File: config.mk
export PLATFORM = sky130hd
export DESIGN_NAME = devil_snoop_injector
export DESIGN_NICKNAME = d
export VERILOG_FILES = /design/src/rtl/devil_pkg.sv /design/src/rtl/devil_addr_window_match.sv /design/src/rtl/devil_snoop_injector.sv
export SDC_FILE = /design/constraint.sdc
export NUM_CORES = 2
export LEC_CHECK = 0
export BUFFER_PORTS_ARGS = -buffer_cell sky130_fd_sc_hd__buf_2
export CAP_MARGIN = 20
export CORE_AREA = 3 3 271 273
export DETAILED_ROUTE_END_ITERATION = 8
export DIE_AREA = 0 0 274 276
export PLACE_DENSITY = 0.72
export SLEW_MARGIN = 30
export SYNTH_ARGS = -nofsm -noshare
export SYNTH_HDL_FRONTEND = slang
export SYNTH_SLANG_ARGS = --single-unit
File: constraint.sdc
create_clock -name ace_aclk -period 6.7 [get_ports ace_aclk]
set_clock_uncertainty 0.05 [all_clocks]
set_input_delay 0.67 -clock ace_aclk [delete_from_list [all_inputs] [get_ports ace_aclk]]
set_output_delay 0.67 -clock ace_aclk [all_outputs]
set_load 0.005 [all_outputs]
File: src/rtl/devil_pkg.sv
// Shared encodings for the snoop-response injector: FSM states, mode/test
// codes and control-register bit positions.
package devil_pkg;

    typedef enum logic [3:0] {
        ST_IDLE     = 4'd0,
        ST_PRE_DLY  = 4'd1,
        ST_CR       = 4'd2,
        ST_MID_DLY  = 4'd3,
        ST_CD       = 4'd4,
        ST_LAST_DLY = 4'd5,
        ST_END      = 4'd6
    } state_e;

    localparam logic [1:0] MODE_OSH   = 2'd0;
    localparam logic [1:0] MODE_NSHOT = 2'd1;
    localparam logic [1:0] MODE_CON   = 2'd2;
    localparam logic [1:0] MODE_RSVD  = 2'd3;

    localparam logic [2:0] TEST_NONE     = 3'd0;
    localparam logic [2:0] TEST_DLY_CR   = 3'd1;
    localparam logic [2:0] TEST_DLY_CD   = 3'd2;
    localparam logic [2:0] TEST_DLY_LAST = 3'd3;
    localparam logic [2:0] TEST_DLY_ALL  = 3'd4;

    // Low bit index of each control-register field
    localparam int CTRL_EN        = 0;
    localparam int CTRL_MODE      = 1;
    localparam int CTRL_TEST      = 3;
    localparam int CTRL_CRRESP    = 6;
    localparam int CTRL_ADDR_FLT  = 11;
    localparam int CTRL_SNP_FLT   = 12;
    localparam int CTRL_SNP_MATCH = 13;
    localparam int CTRL_CLR       = 17;

    localparam int DEFAULT_CYCLES_PER_US = 150;

endpackage

File: src/rtl/devil_addr_window_match.sv
// Combinational OR of NUM_WINDOWS [base, base+size) address comparators.
// Bounds are widened by one bit so a window near the top never wraps to 0.
module devil_addr_window_match
    import devil_pkg::*;
#(
    parameter int AW          = 44,
    parameter int NUM_WINDOWS = 4
) (
    input  logic [AW-1:0]             addr_i,
    input  logic [NUM_WINDOWS*AW-1:0] base_flat_i,
    input  logic [NUM_WINDOWS*AW-1:0] size_flat_i,
    output logic                      match_o
);

    logic [NUM_WINDOWS-1:0] win_hit;

    for (genvar g = 0; g < NUM_WINDOWS; g++) begin : g_win
        logic [AW:0] base_ext;
        logic [AW:0] size_ext;
        logic [AW:0] end_ext;
        logic [AW:0] addr_ext;

        assign base_ext   = {1'b0, base_flat_i[g*AW +: AW]};
        assign size_ext   = {1'b0, size_flat_i[g*AW +: AW]};
        assign end_ext    = base_ext + size_ext;
        assign addr_ext   = {1'b0, addr_i};
        assign win_hit[g] = (size_ext != '0) && (addr_ext >= base_ext) && (addr_ext < end_ext);
    end

    assign match_o = |win_hit;

endmodule

File: src/rtl/devil_snoop_injector.sv
// Takes over the ACE CR/CD snoop response for snoops that match the programmed
// address windows / snoop type, forging CRRESP and a CD burst with optional delays.
module devil_snoop_injector
    import devil_pkg::*;
#(
    parameter int C_S_AXI_DATA_WIDTH = 32,
    parameter int C_ACE_DATA_WIDTH   = 128,
    parameter int C_ACE_ADDR_WIDTH   = 44,
    parameter int NUM_WINDOWS        = 4,
    parameter int CD_BEATS           = 4,
    parameter int CYCLES_PER_US      = DEFAULT_CYCLES_PER_US
) (
    input  logic                                    ace_aclk,
    input  logic                                    ace_areset,
    input  logic                                    i_snoop_req,
    input  logic [C_ACE_ADDR_WIDTH-1:0]             i_acaddr,
    input  logic [3:0]                              i_acsnoop,
    input  logic [C_S_AXI_DATA_WIDTH-1:0]           i_control_reg,
    input  logic [C_S_AXI_DATA_WIDTH-1:0]           i_delay_reg,
    input  logic [C_S_AXI_DATA_WIDTH-1:0]           i_count_reg,
    input  logic [31:0]                             i_payload_reg,
    input  logic [NUM_WINDOWS*C_ACE_ADDR_WIDTH-1:0] i_base_addr_flat,
    input  logic [NUM_WINDOWS*C_ACE_ADDR_WIDTH-1:0] i_addr_size_flat,
    output logic [C_S_AXI_DATA_WIDTH-1:0]           o_status_reg,
    output logic                                    o_hit,
    output logic [3:0]                              o_state,
    output logic [4:0]                              o_crresp,
    output logic                                    o_crvalid,
    input  logic                                    i_crready,
    output logic [C_ACE_DATA_WIDTH-1:0]             o_cddata,
    output logic                                    o_cdvalid,
    output logic                                    o_cdlast,
    input  logic                                    i_cdready
);

    localparam int            NW        = C_ACE_DATA_WIDTH / 32;
    localparam int            BW        = (CD_BEATS > 1) ? $clog2(CD_BEATS) : 1;
    localparam logic [BW-1:0] LAST_BEAT = BW'(CD_BEATS - 1);

    // Control decode (live values, used only for the hit decision and END)
    logic       ctrl_en, ctrl_addr_flt, ctrl_snp_flt, ctrl_clr;
    logic [1:0] ctrl_mode;
    logic [2:0] ctrl_test;
    logic [4:0] ctrl_crresp;
    logic [3:0] ctrl_snp_match;
    logic       ctrl_unused;

    assign ctrl_en        = i_control_reg[CTRL_EN];
    assign ctrl_mode      = i_control_reg[CTRL_MODE +: 2];
    assign ctrl_test      = i_control_reg[CTRL_TEST +: 3];
    assign ctrl_crresp    = i_control_reg[CTRL_CRRESP +: 5];
    assign ctrl_addr_flt  = i_control_reg[CTRL_ADDR_FLT];
    assign ctrl_snp_flt   = i_control_reg[CTRL_SNP_FLT];
    assign ctrl_snp_match = i_control_reg[CTRL_SNP_MATCH +: 4];
    assign ctrl_clr       = i_control_reg[CTRL_CLR];
    assign ctrl_unused    = ^i_control_reg[C_S_AXI_DATA_WIDTH-1:CTRL_CLR+1];

    state_e                          state_q, state_d;
    logic [63:0]                     dly_cnt_q, dly_cnt_d;
    logic [BW-1:0]                   beat_q, beat_d;
    logic [2:0]                      test_q;
    logic [4:0]                      crresp_q;
    logic [C_S_AXI_DATA_WIDTH-1:0]   delay_q;
    logic [31:0]                     payload_q;
    logic                            done_q;
    logic [15:0]                     cnt_q;

    logic        win_match, hit, pre_dly_in;
    logic        dly_zero, dly_done, need_mid_dly, need_last_dly;
    logic [63:0] dly_target;
    logic [31:0] beat_word;
    logic [15:0] cnt_inc;
    logic [C_S_AXI_DATA_WIDTH-1:0] nshot_n;
    logic        done_set;

    devil_addr_window_match #(
        .AW          (C_ACE_ADDR_WIDTH),
        .NUM_WINDOWS (NUM_WINDOWS)
    ) u_win (
        .addr_i      (i_acaddr),
        .base_flat_i (i_base_addr_flat),
        .size_flat_i (i_addr_size_flat),
        .match_o     (win_match)
    );

    // A clear in the same cycle as a snoop takes priority over the snoop
    assign hit = (state_q == ST_IDLE) && i_snoop_req && ctrl_en && (ctrl_mode != MODE_RSVD)
              && !done_q && !ctrl_clr
              && (!ctrl_addr_flt || win_match)
              && (!ctrl_snp_flt || (i_acsnoop == ctrl_snp_match));

    assign pre_dly_in    = ((ctrl_test == TEST_DLY_CR) || (ctrl_test == TEST_DLY_ALL))
                        && (i_delay_reg != '0);
    assign dly_zero      = (delay_q == '0);
    assign dly_target    = 64'(CYCLES_PER_US) * 64'(delay_q);
    assign dly_done      = (dly_cnt_q == dly_target - 64'd1);
    assign need_mid_dly  = ((test_q == TEST_DLY_CD) || (test_q == TEST_DLY_ALL)) && !dly_zero;
    assign need_last_dly = (test_q == TEST_DLY_LAST) && !dly_zero;
    assign beat_word     = payload_q + 32'(beat_q);

    always_comb begin
        state_d   = state_q;
        dly_cnt_d = dly_cnt_q;
        beat_d    = beat_q;
        o_crvalid = 1'b0;
        o_crresp  = '0;
        o_cdvalid = 1'b0;
        o_cdlast  = 1'b0;
        o_cddata  = '0;
        case (state_q)
            ST_IDLE: begin
                beat_d    = '0;
                dly_cnt_d = '0;
                if (hit) state_d = pre_dly_in ? ST_PRE_DLY : ST_CR;
            end
            ST_PRE_DLY: begin
                if (dly_done) begin
                    dly_cnt_d = '0;
                    state_d   = ST_CR;
                end else begin
                    dly_cnt_d = dly_cnt_q + 64'd1;
                end
            end
            ST_CR: begin
                o_crvalid = 1'b1;
                o_crresp  = crresp_q;
                if (i_crready) begin
                    if (!crresp_q[0])                           state_d = ST_END;
                    else if (need_mid_dly)                      state_d = ST_MID_DLY;
                    else if (need_last_dly && LAST_BEAT == '0)  state_d = ST_LAST_DLY;
                    else                                        state_d = ST_CD;
                end
            end
            ST_MID_DLY, ST_LAST_DLY: begin
                if (dly_done) begin
                    dly_cnt_d = '0;
                    state_d   = ST_CD;
                end else begin
                    dly_cnt_d = dly_cnt_q + 64'd1;
                end
            end
            ST_CD: begin
                o_cdvalid = 1'b1;
                o_cdlast  = (beat_q == LAST_BEAT);
                o_cddata  = {NW{beat_word}};
                if (i_cdready) begin
                    if (beat_q == LAST_BEAT) begin
                        state_d = ST_END;
                    end else begin
                        beat_d = beat_q + BW'(1);
                        // The final beat is held back when the last-beat delay is armed
                        if (need_last_dly && (beat_q + BW'(1) == LAST_BEAT)) state_d = ST_LAST_DLY;
                    end
                end
            end
            ST_END:  state_d = ST_IDLE;
            default: state_d = ST_IDLE;
        endcase
    end

    assign cnt_inc = (cnt_q == 16'hFFFF) ? cnt_q : cnt_q + 16'd1;
    assign nshot_n = (i_count_reg == '0) ? C_S_AXI_DATA_WIDTH'(1) : i_count_reg;

    always_comb begin
        done_set = 1'b0;
        case (ctrl_mode)
            MODE_OSH:   done_set = 1'b1;
            MODE_NSHOT: done_set = (C_S_AXI_DATA_WIDTH'(cnt_inc) == nshot_n);
            MODE_CON:   done_set = 1'b0;
            default:    done_set = 1'b0;
        endcase
    end

    always_ff @(posedge ace_aclk) begin
        if (ace_areset) begin
            state_q   <= ST_IDLE;
            dly_cnt_q <= '0;
            beat_q    <= '0;
            test_q    <= '0;
            crresp_q  <= '0;
            delay_q   <= '0;
            payload_q <= '0;
            done_q    <= 1'b0;
            cnt_q     <= '0;
        end else begin
            state_q   <= state_d;
            dly_cnt_q <= dly_cnt_d;
            beat_q    <= beat_d;
            // Shadow copies make mid-burst control writes apply to the next injection
            if (hit) begin
                test_q    <= ctrl_test;
                crresp_q  <= ctrl_crresp;
                delay_q   <= i_delay_reg;
                payload_q <= i_payload_reg;
            end
            if (state_q == ST_IDLE && (ctrl_clr || !ctrl_en)) begin
                done_q <= 1'b0;
                cnt_q  <= '0;
            end else if (state_q == ST_END) begin
                cnt_q <= cnt_inc;
                if (done_set) done_q <= 1'b1;
            end
        end
    end

    assign o_hit        = (state_q != ST_IDLE);
    assign o_state      = state_q;
    assign o_status_reg = C_S_AXI_DATA_WIDTH'({cnt_q, 14'b0, o_hit, done_q});

endmodule

==> run_results.csv <==
group,metric,value,unit
power,switchingPower,0.002482,W
place,dpl.hpwl,105100,um
synthesis,avgSynthCellArea,7.599,um2
cts,numCtsBuffers,17,
floorplan,ioPinCount,706,
power,power.density,141.8,nW/um2
cts,cts_buffer_depth,2,
synthesis,syn-cell-area,32870,um2
finish,syn_to_final_growth,21.56,%
routing,dr.pass1.iters,6,
synthesis,synth_top_cell_by_area,"ha_1",
timing,period_share,98.12,%
min_path,hp-start,"i_payload_reg[18]",
cts,clk_pin_slew,70,ps
cts,root_buffer,"clkbuf_16",
floorplan,die_w,274,um
min_path,whs_path_depth,3,
finish,drive_above_1_share,22.66,%
timing,rsz0062_at_grt,"true",
floorplan,die_area,75620,um2
setup_path,rr_startpoint,"delay_q[6]",
place,post-place-cells,6027,
finish,final_cells,6126,
finish,final_cell_mix,"buf_2, ha_1, inv_1, a21oi_1, nor2_1",
setup_path,crit_path_end_kind,"flop",
global_routing,grt_pass1_wl,186300,um
synthesis,yosysSeqAreaShare,9.624,%
global_routing,grt_pass1_vias,33210,
routing,routedWlPerCell,20.25,um
min_path,hold_class,"input pin to flop",
global_routing,grt_usage,31.12,%
synthesis,synth_cell_types,97,
power,p_int,0.003183,W
cts,cts_tree,"built",
timing,clock.fmax,0.1521,GHz
timing,tns,0,ps
power,peakVddDrop,201.4,uV
synthesis,yosysTopAreaCellShare,24.37,%
timing,worst_pin_slew,996.5,ps
finish,nets,6349,
setup_path,start_kind,"flop",
global_routing,grt-ovfl-total,0,
global_routing,antenna_found_initial,59,
synthesis,synth_ff_type,"dfxtp_1",
synthesis,ys_ff_latch,158,
outcome,status,"completed",
routing,wirelength,124100,um
timing,hold_violations,0,
setup_path,path_class,"flop to flop",
timing,setup_viol,0,
setup_path,worstReg2RegEnd,"dly_cnt_q[35]",
routing,ant_nets,0,
job,cap_violations,0,
synthesis,netlist_instances,4325,
global_routing,grt_max_degree,87,
timing,maxSlewViolCount,0,
floorplan,die_h,276,um
floorplan,core-area,71360,um2
setup_path,worstPathArrival,6870,ps
synthesis,synth_area_leaders,"ha_1, dfxtp_1, a21oi_1, a21o_1, inv_1",
routing,post-route-drc-count,0,
routing,vias_per_cell,5.733,
setup_path,worstPathRequired,6990,ps
synthesis,ys_warn_count,0,
power,p_sw_share,43.81,%
min_path,min_to,"payload_q[18]",
power,pwr-share-seq,17.9,%
setup_path,reg2regPathDepth,26,
floorplan,core.rowCount,98,
place,place.gp.congestion,1.012,
cts,clk_latency,450,ps
power,clkPwrFrac,17.7,%
timing,max-slew-margin-rel,32.95,%
finish,mostFrequentLayoutCell,"buf_2",
cts,cts.sinks,158,
setup_path,reg2reg_slack,130,ps
place,port_buffers,676,
power,power_frac_comb,64.4,%
power,p_leak,20.73,nW
timing,fin_crit,6574,ps
synthesis,async_reset_ff_share,0,%
routing,drt_iter0_markers,2456,
power,finalPower,0.005665,W
synthesis,synth_edf_count,0,
floorplan,start_util,46.05,%
cts,htreeDepth,4,
routing,vias,35120,
setup_path,critPathMaxFanout,11,
## layout make-up
type                            count  area [um2]
Antenna cell                       47       117.6
Clock inverter                     12       147.6
Clock buffer                       20       446.7
Timing Repair Buffer              971        5758
Tap cell                          950        1189
Sequential cell                   158        3193
Multi-Input combinational cell   3561       27570
Fill cell                        6851       31410
Inverter                          407        1528
## registers in the layout, summed over array words and instances, names as in the netlist
signal / cells
dly_cnt_q: 64
payload_q: 32
crresp_q: 5
cnt_q: 16
test_q: 3
o_state: 3
done_q: 1
delay_q: 32
beat_q: 2
## logic make-up (layout without fill, tap and decap cells)
kind of cell	Yosys count	count (layout)	synth area share, %
xor+xnor	307	307	8.223
fa+ha+maj	700	700	28.02
simple gates	1333	1333	20.79
other cells	1	62	0.01141
buf+inv	620	1410	8.452
compound gates	1099	1099	21.61
mux	107	107	3.270
flops	158	158	9.624
## worst max path at each step
stage,startpoint,depth (start not counted),endpoint,slack (ps)
after floorplan,i_base_addr_flat[45],32,crresp_q[3],350
after global placement,i_base_addr_flat[0],34,delay_q[23],-440
after detailed placement,i_base_addr_flat[45],34,crresp_q[4],-500
after CTS,delay_q[12],25,dly_cnt_q[35],30
after global routing,delay_q[12],26,dly_cnt_q[35],-70
final,delay_q[6],26,dly_cnt_q[35],130
## stage by stage
step	utilization, %	instance area, um2	hold slack [ps]	worst slack, ps
after detailed placement	53.88	38450	432.6	-502.2
after global placement	53.84	38420	423.1	-442.7
after floorplan	-	32920	404.8	347.9
after CTS	54.73	39060	370.8	31.11
final	55.98	39950	390.2	125.8
after global routing	55.92	39910	386.4	-71.06
## routing by layer
layer  wire, um  share of wire (%)  GRT usage (%)  up-vias
met5        161               0.13              0        -
met4       6034                4.9          14.47       24
met3       9903                8.0          7.298      282
met2      56900                 46          51.23     1188
met1      51060                 41          38.22    16420
li1           -                  -              -    17210
## cell usage after synthesis (41+ instances only)
cell and instances:
ha_1 640, inv_1 407, a21oi_1 341, nor2_1 329, nand2_1 262, a21o_1 205, o21ai_0 184, dfxtp_1 158
xnor2_1 155, xor2_1 151, nand4_1 129, nand3_1 115, buf_4 114, mux2i_1 104, nor4_1 99, clkbuf_1 82
nor3_1 72, nor2b_1 71, fa_1 60, nand2b_1 59, and3_1 48, o211ai_1 43, o21a_1 41
## power groups by stage
stage / Combinational [W] / Sequential [W] / Clock (W)
finish: 0.00365 / 0.00101 / 0.00100
global route: 0.00404 / 0.00102 / 0.00107
CTS: 0.00346 / 0.00101 / 0.00102
detailed placement: 0.00343 / 0.00103 / 0
global placement: 0.00338 / 0.00103 / 0
floorplan: 0.00231 / 0.00102 / 0
## worst max-delay path, cell delays in order (launching register included)
cell       delay, ps
dfxtp_4          390
ha_4             200
ha_1             280
inv_1             50
fa_1             480
inv_1             60
fa_1             520
ha_4             240
o211ai_1         130
a21o_1           240
a2111oi_4        110
buf_4            150
o31a_1           300
or2_1            270
o311ai_2         290
buf_4            170
o211ai_1         120
or4_4            610
a211o_1          300
a22oi_1          200
o211ai_1         170
nor4_4           410
a21oi_4          110
buf_12           150
buf_6            140
a21o_1           150
a22o_1           170
## what timing repair did
| action | CTS | global route |
|---|---|---|
| setup buffers | 0 | 17 |
| gates cloned | 0 | 3 |
| setup endpoints to repair | 120 | 139 |
| pin swaps | 1 | 56 |
| hold buffers | 0 | 0 |
| resized for setup | 8 | 130 |
(Power assumes the default switching activity.)
